File: src/rtl/seq_ctrl_pkg.sv
// Shared state encoding and parameter defaults for the sequencer channel bank.
package seq_ctrl_pkg;

  typedef enum logic [1:0] {
    StIdle = 2'd0,
    StReq  = 2'd1,
    StRun  = 2'd2,
    StDone = 2'd3
  } state_e;

  localparam int unsigned ChDefault    = 4;
  localparam int unsigned CwDefault    = 4;
  localparam int unsigned LimitDefault = 10;

endpackage

File: src/rtl/seq_ctrl_chan.sv
// One sequencer channel: IDLE/REQ/RUN/DONE FSM plus its run counter.
// With SEQ_CTRL_SCAN_EN defined, {state, count} also forms a scan segment.
module seq_ctrl_chan
  import seq_ctrl_pkg::*;
#(
  parameter int unsigned CW    = CwDefault,
  parameter int unsigned LIMIT = LimitDefault
) (
  input  logic          CK,
  input  logic          RST,
  input  logic          start_i,
  input  logic          abort_i,
  input  logic          grant_i,
`ifdef SEQ_CTRL_SCAN_EN
  input  logic          se_i,
  input  logic          si_i,
  output logic          so_o,
`endif
  output logic [1:0]    state_o,
  output logic [CW-1:0] count_o
);

  localparam logic [CW-1:0] LastCount = CW'(LIMIT - 1);

  state_e        state_q, state_d;
  logic [CW-1:0] count_q, count_d;

`ifdef SEQ_CTRL_SCAN_EN
  logic [CW+1:0] shifted;
  // State bits lead the segment, so they leave first on the way to SO.
  assign shifted = {state_q[0], count_q, si_i};
  assign so_o    = state_q[1];
`endif

  always_comb begin
    state_d = state_q;
    count_d = count_q;
    case (state_q)
      StIdle: if (start_i && !abort_i) state_d = StReq;
      StReq: begin
        if (abort_i) begin
          state_d = StIdle;
        end else if (grant_i) begin
          state_d = StRun;
          count_d = '0;
        end
      end
      StRun: begin
        if (abort_i) state_d = StIdle;
        else if (count_q == LastCount) state_d = StDone;
        else count_d = count_q + CW'(1);
      end
      default: state_d = StIdle;
    endcase
`ifdef SEQ_CTRL_SCAN_EN
    if (se_i) begin
      state_d = state_e'(shifted[CW+1:CW]);
      count_d = shifted[CW-1:0];
    end
`endif
  end

  always_ff @(posedge CK) begin
    if (RST) begin
      state_q <= StIdle;
      count_q <= '0;
    end else begin
      state_q <= state_d;
      count_q <= count_d;
    end
  end

  assign state_o = state_q;
  assign count_o = count_q;

endmodule

File: src/rtl/seq_ctrl_bank.sv
// Bank of CH sequencer channels sharing one RUN slot via a round-robin arbiter.
// Optional scan chain (SE/SI/SO) enabled by defining SEQ_CTRL_SCAN_EN.
module seq_ctrl_bank
  import seq_ctrl_pkg::*;
#(
  parameter int unsigned CH    = ChDefault,
  parameter int unsigned CW    = CwDefault,
  parameter int unsigned LIMIT = LimitDefault
) (
  input  logic             CK,
  input  logic             RST,
`ifdef SEQ_CTRL_SCAN_EN
  input  logic             SE,
  input  logic             SI,
  output logic             SO,
`endif
  input  logic [CH-1:0]    start,
  input  logic [CH-1:0]    abort,
  input  logic [CH-1:0]    oe,
  output logic [CH-1:0]    out_active,
  output logic [CH-1:0]    out_done,
  output logic [CH-1:0]    grant,
  output logic             busy,
  output logic [CH*CW-1:0] count
);

  localparam int unsigned PW = (CH > 1) ? $clog2(CH) : 1;

  logic [PW-1:0]    ptr_q, ptr_d, idx;
  logic [CH-1:0]    is_req, is_run, is_done, grant_raw;
  logic [CH*CW-1:0] count_raw;
  logic             scan_hold, quiet, found;

`ifdef SEQ_CTRL_SCAN_EN
  logic [CH:0] chain;
  logic [PW:0] ptr_shift;
  assign chain[0]  = SI;
  assign scan_hold = SE;
  assign ptr_shift = {ptr_q, chain[CH]};
  assign SO        = ptr_q[PW-1];
`else
  assign scan_hold = 1'b0;
`endif

  for (genvar i = 0; i < CH; i++) begin : g_chan
    logic [1:0] st;
    seq_ctrl_chan #(
      .CW   (CW),
      .LIMIT(LIMIT)
    ) u_chan (
      .CK     (CK),
      .RST    (RST),
      .start_i(start[i]),
      .abort_i(abort[i]),
      .grant_i(grant_raw[i]),
`ifdef SEQ_CTRL_SCAN_EN
      .se_i   (SE),
      .si_i   (chain[i]),
      .so_o   (chain[i+1]),
`endif
      .state_o(st),
      .count_o(count_raw[i*CW +: CW])
    );
    assign is_req[i]  = (st == StReq);
    assign is_run[i]  = (st == StRun);
    assign is_done[i] = (st == StDone);
  end

  // Outputs are forced quiet while in reset or while the scan chain shifts.
  assign quiet = RST || scan_hold;

  always_comb begin
    grant_raw = '0;
    ptr_d     = ptr_q;
    found     = 1'b0;
    idx       = '0;
    if (!quiet && !(|is_run)) begin
      for (int unsigned k = 0; k < CH; k++) begin
        idx = PW'((32'(ptr_q) + k) % CH);
        if (!found && is_req[idx]) begin
          found          = 1'b1;
          grant_raw[idx] = 1'b1;
          ptr_d          = PW'((32'(idx) + 1) % CH);
        end
      end
    end
`ifdef SEQ_CTRL_SCAN_EN
    if (SE) ptr_d = ptr_shift[PW-1:0];
`endif
  end

  always_ff @(posedge CK) begin
    if (RST) ptr_q <= '0;
    else     ptr_q <= ptr_d;
  end

  assign grant      = grant_raw;
  assign busy       = !quiet && (|is_run);
  assign out_active = quiet ? '0 : (is_run & oe);
  assign out_done   = quiet ? '0 : (is_done & oe);
  assign count      = RST ? '0 : count_raw;

endmodule

File: config.mk
export PLATFORM = sky130hd
export DESIGN_NAME = seq_ctrl_bank
export DESIGN_NICKNAME = d
export VERILOG_FILES = /design/src/rtl/seq_ctrl_pkg.sv /design/src/rtl/seq_ctrl_chan.sv /design/src/rtl/seq_ctrl_bank.sv
export SDC_FILE = /design/constraint.sdc
export NUM_CORES = 1
export LEC_CHECK = 0
export CAP_MARGIN = 20
export CORE_ASPECT_RATIO = 0.6
export CORE_MARGIN = 5
export CORE_UTILIZATION = 50
export DETAILED_ROUTE_END_ITERATION = 12
export PLACE_DENSITY = 0.78
export SLEW_MARGIN = 20
export SYNTH_ARGS = -nofsm -noshare
export SYNTH_HDL_FRONTEND = slang
export SYNTH_SLANG_ARGS = --single-unit
File: constraint.sdc
create_clock -name CK -period 6.9 [get_ports CK]
set_clock_uncertainty 0.15 [all_clocks]
set_input_delay 1.38 -clock CK [delete_from_list [all_inputs] [get_ports CK]]
set_output_delay 1.38 -clock CK [all_outputs]
set_load 0.01 [all_outputs]
Yosys cells after proc, flatten, opt, wreduce, memory -nomap -nowiden
Index checks and enable logic that the tools add are counted.
W data, S select, Z words.
{ "word_totals": {"rom_bits": 0, "output_inout_bits": 29, "latch_bits": 0, "inputBits": 14, "word_cells": 198, "memories": 0, "reg_bits": 26, "ramBits": 0} }
{ "op_classes": {"mul": 0, "div_mod_pow": 0, "shift": 0, "mux": 81, "reduce_logical": 41, "bitwise": 5, "magnitude_cmp": 8, "n_addsub": 10, "eq_ne": 44} }
{ "op_table": {"columns": ["op", "count"], "rows": [
  ["$mux W4", 26],
  ["$mux W2", 24],
  ["$ne A2 B2 Y1 const B", 16],
  ["$pmux W4 S2", 4],
  ["$pmux W2 S3", 4],
  ["$reduce_and A5 Y1", 4],
  ["$add A4 B1 Y4 const B", 4],
  ["$eq A2 B2 Y1 const B", 8],
  ["$eq A4 B4 Y1 const B", 4],
  ["$mux W16", 1],
  ["$mux W1", 14],
  ["$logic_and A1 B1 Y1", 13],
  ["$lt A2 B3 Y1 const B", 4],
  ["$ne A3 B2 Y1 const B", 4],
  ["$ne A3 B3 Y1 const B", 4],
  ["$or A4 B4 Y4", 3],
  ["$reduce_and A3 Y1", 4],
  ["$logic_not A1 Y1", 9],
  ["$add A2 B1 Y2 const B", 4],
  ["$and A4 B4 Y4", 2],
  ["$bmux W1 S2", 4],
  ["$demux W1 S2", 4],
  ["$eq A2 B1 Y1 const B", 4],
  ["$ge A2 B1 Y1 const B", 4],
  ["7 further kinds", 17]
]} }

Logic depth before layout (Yosys ltp)
{ "depth": {"ltp_word": 20, "depth_mapped": 10, "ltp_nobuf": 9} }

Cells and area by module
Synthesis repeated with hierarchy kept, for this count alone.
{ "hier_totals": {"cells_unflattened": 275, "hier_area_um2": 2339.7} }
{ "modules_own_cells": {"columns": ["module", "area_each_um2", "seq_area_each_um2", "instances", "cells_per_inst"], "rows": [
  ["seq_ctrl_chan", 379.1, 120.1, 4, 41],
  ["seq_ctrl_bank", 823.3, 40.0, 1, 111]
]} }

Least setup slack after synthesis
No wires, ideal clock.
{ "synth_timing": {"kind": "flip-flop to output port", "start": "reg ptr_q[0]", "end": "out grant[1]", "path_stages_with_launch": 11, "path_buffers": 3, "required_ns": 5.370, "arrival_time_ns": 2.509, "setup_slack_ns": 2.861, "cell_sequence": "dfxtp_1 > buf_4 > inv_1 > ha_1 > clkbuf_1 > a31oi_1 > and3_1 > o211a_1 > a221o_2 > and2_4 > buf_4"} }
{ "synth_via": {"elab_chain_len": 16, "word_cells_on_any_way": 54, "classes_between": "add/sub: 3; order compare: 8; mux: 30; bitwise: 3; reduce/logical: 10"} }
{ "synth_lines": {"columns": ["element", "line", "rtl"], "rows": [
  ["from (decl)", "seq_ctrl_bank.sv:29", "logic [PW-1:0] ptr_q, ptr_d, idx;"],
  ["from (signal assigned)", "seq_ctrl_bank.sv:94", "else ptr_q <= ptr_d;"],
  ["branches (longest 14 deep; another with $lt A2 B3 Y1)", null, null],
  ["$mux W4 *", "seq_ctrl_bank.sv:80", "if (!found && is_req[idx]) begin"],
  ["$mux W4 *", "seq_ctrl_bank.sv:77", "if (!quiet && !(|is_run)) begin"],
  ["to (decl)", "seq_ctrl_bank.sv:22", "output logic [CH-1:0] grant,"]
]} }
Every way passes the cells marked *. The select of a mux whose other input is x is not followed.

Worst setup path in the final report
{ "layout_timing": {"start": "reg ptr_q[0]", "end": "out grant[0]"} }
Same word-level chain as after synthesis.

==> results_dict.tcl <==
set metrics [dict create \
    htree_num_levels 1 \
    cp.arrival_ns 3.73 \
    cts_sinks 26 \
    via_count 2173 \
    ir_drop_v 0.0001085 \
    relSlewSlack_pct 37.29 \
    slew_viol_final 0 \
    drt-pass1-iter-count 5 \
    cts_tree "built" \
    required_ns 5.37 \
    drive_above_1_share_pct 8.197 \
    synth_edf_count 0 \
    critPathCaptureType "output port" \
    finalWorstSetupSlack_ns 1.640 \
    synthesis.area_um2 2193 \
    root_buffer "clkbuf_8" \
    ys.flop_type "dfxtp_1" \
    post-route-drc-count 0 \
    fp.dieArea_um2 5855 \
    postRouteAntennaNets 0 \
    synth_seq_area_share_pct 23.73 \
    die_y_um 61.31 \
    grt_max_degree 56 \
    layout_commonest_cell "clkdlybuf4s50_1" \
    worst_pin_slew_ns 0.9406 \
    syn_area_per_cell_um2 7.947 \
    vias_per_cell 5.953 \
    finalNonFillerCells 365 \
    yosys_warnings 0 \
    hold_class "reg -> reg" \
    post_cts_buffers 0 \
    clkTransAtPathRegs_ns 0.09 \
    drtIter0Drc 128 \
    ctsResizeCount 0 \
    status "finished clean" \
    diodes 0 \
    yosys_register_bits 26 \
    grt_util_all_layers_pct 20.31 \
    grt_pass1_wl_um 9287 \
    finalHoldViolCount 0 \
    timing.fmax_mhz 190.1 \
    critPathMaxFanout 14 \
    p_per_area_nw_per_um2 207.0 \
    start_util_pct 52.64 \
    crit_type "reg -> out" \
    cts_max_path_buffers 2 \
    syn_inst 276 \
    hpwl_um 4318 \
    syn2layout_area_growth_pct 21.05 \
    fin_crit_ns 5.260 \
    critPathLaunchType "flip-flop" \
    synth_nets 305 \
    pre_cts_ws_ns 2.054 \
    core_um2 4167 \
    drt-total-wl_um 5709 \
    grt-ovfl-total 0 \
    port_buffers 42 \
    dieWidth_um 95.51 \
    io_pins 43 \
    synth_cell_types 62 \
    row_count 18 \
    synthArstFlopShare_pct 0 \
    finalSetupViolations 0 \
    numCtsBuffers 3 \
    final_cell_mix "clkdlybuf4s50_1, nor2_1, dfxtp_1" \
    p_leak_nw 0.9410 \
    drv_cap 0 \
    tns_ns 0 \
    antenna_found_initial 0 \
    dp.cells 361 \
    gp_congestion 0.9666 \
    ctsHoldBuffers 0 \
    clkLatencyLatePin_ns 0.28 \
    period_share_pct 76.23 \
    final_nets 335 \
    rsz0062_at_grt "false" \
    grt_pass1_vias 1981 \
    wire_per_inst_um 15.64 \
]
-- through the flow --
stage	utilization, %	area [um^2]	hold WS (ns)	power (W)
6_report	63.72	2655	0.3883	0.0005495
5_1_grt	63.72	2655	0.4202	0.0005819
4_1_cts	63.72	2655	0.3912	0.0005468
3_5_place_dp	62.01	2584	0.3786	0.0004174
3_3_place_gp	62.01	2584	0.3802	0.0004176
2_1_floorplan	-	2193	0.3421	0.0003703
-- registers in the layout, summed over array words and instances (netlist names) --
signal / cells
g_chan.u_chan.state_o: 8
g_chan.u_chan.count_o: 16
ptr_q: 2
-- worst max-delay path: stages (launching register included) --
cell and delay [ns]:
dfxtp_1 0.63, inv_1 0.22, ha_1 0.50, nor4b_1 0.39, a31oi_1 0.15, and3_1 0.26
o211a_1 0.19, a221oi_2 0.48, nor2_1 0.12, clkdlybuf4s50_1 0.51
-- area by class of cell --
cell class / instances / area [um^2]
Clock buffer: 3 / 41.29
Clock inverter: 1 / 30.03
Fill cell: 345 / 1511
Multi-Input combinational cell: 224 / 1539
Inverter: 9 / 33.78
Sequential cell: 26 / 520.5
Timing Repair Buffer: 42 / 415.4
Tap cell: 60 / 75.07
-- worst paths after layout --
| path | from | to | slack [ns] | cells after the start |
|---|---|---|---|---|
| worst max-delay path | ptr_q[0]$_SDFFE_PP0P_ | grant[0] | 1.64 | 9 |
| worst min-delay path | g_chan[2].u_chan.count_o[1]$_SDFFE_PP0P_ | g_chan[2].u_chan.count_o[1]$_SDFFE_PP0P_ | 0.39 | 2 |
| worst max register to register | ptr_q[0]$_SDFFE_PP0P_ | g_chan[0].u_chan.state_o[0]$_SDFFE_PP0P_ | 3.52 | 9 |
| worst min register to register | g_chan[2].u_chan.count_o[1]$_SDFFE_PP0P_ | g_chan[2].u_chan.count_o[1]$_SDFFE_PP0P_ | 0.39 | 2 |
-- kinds of logic after synthesis --
group | share of synthesized area, %
AO/OA/AOI/OAI | 24.64
XOR/XNOR | 0.3994
adder cells (fa/ha/maj) | 8.557
buffers and inverters | 6.104
flip-flops | 23.73
multiplexers | 2.396
AND/OR/NAND/NOR | 34.17
-- routing by layer --
metal	vias up	routed length, um	part of all wire [%]	track usage, %
met5	-	0	0	0
met1	1016	2860	50	28.76
met4	0	31	0.54	4.251
met3	7	425	7.4	5.861
li1	1068	-	-	-
met2	82	2391	42	31.04
-- power breakdown --
group | switching, W | total [W] | internal, W | leakage [nW]
clock network | 0.0000525 | 0.000130 | 0.0000778 | 0.0357
registers | 0.0000198 | 0.000178 | 0.000158 | 0.210
logic | 0.000141 | 0.000241 | 0.000101 | 0.695
total | 0.000213 | 0.000549 | 0.000337 | 0.941
-- synth_stat cells, types with 5 or more instances --
cell type	number	area (um^2)
clkbuf_1	6	22.52
nor2_1	31	116.4
nand3_1	12	60.06
nand2b_1	11	68.82
dfxtp_1	26	520.5
ha_1	15	187.7
inv_1	9	33.78
a21oi_1	14	70.07
nor2b_1	16	100.1
nand2_1	14	52.55
buf_4	5	37.54
nor3b_1	5	37.54
a211oi_1	6	45.04
o21ai_0	10	50.05
nor3_1	15	75.07
Note: power is estimated with default switching activity, not from simulation.
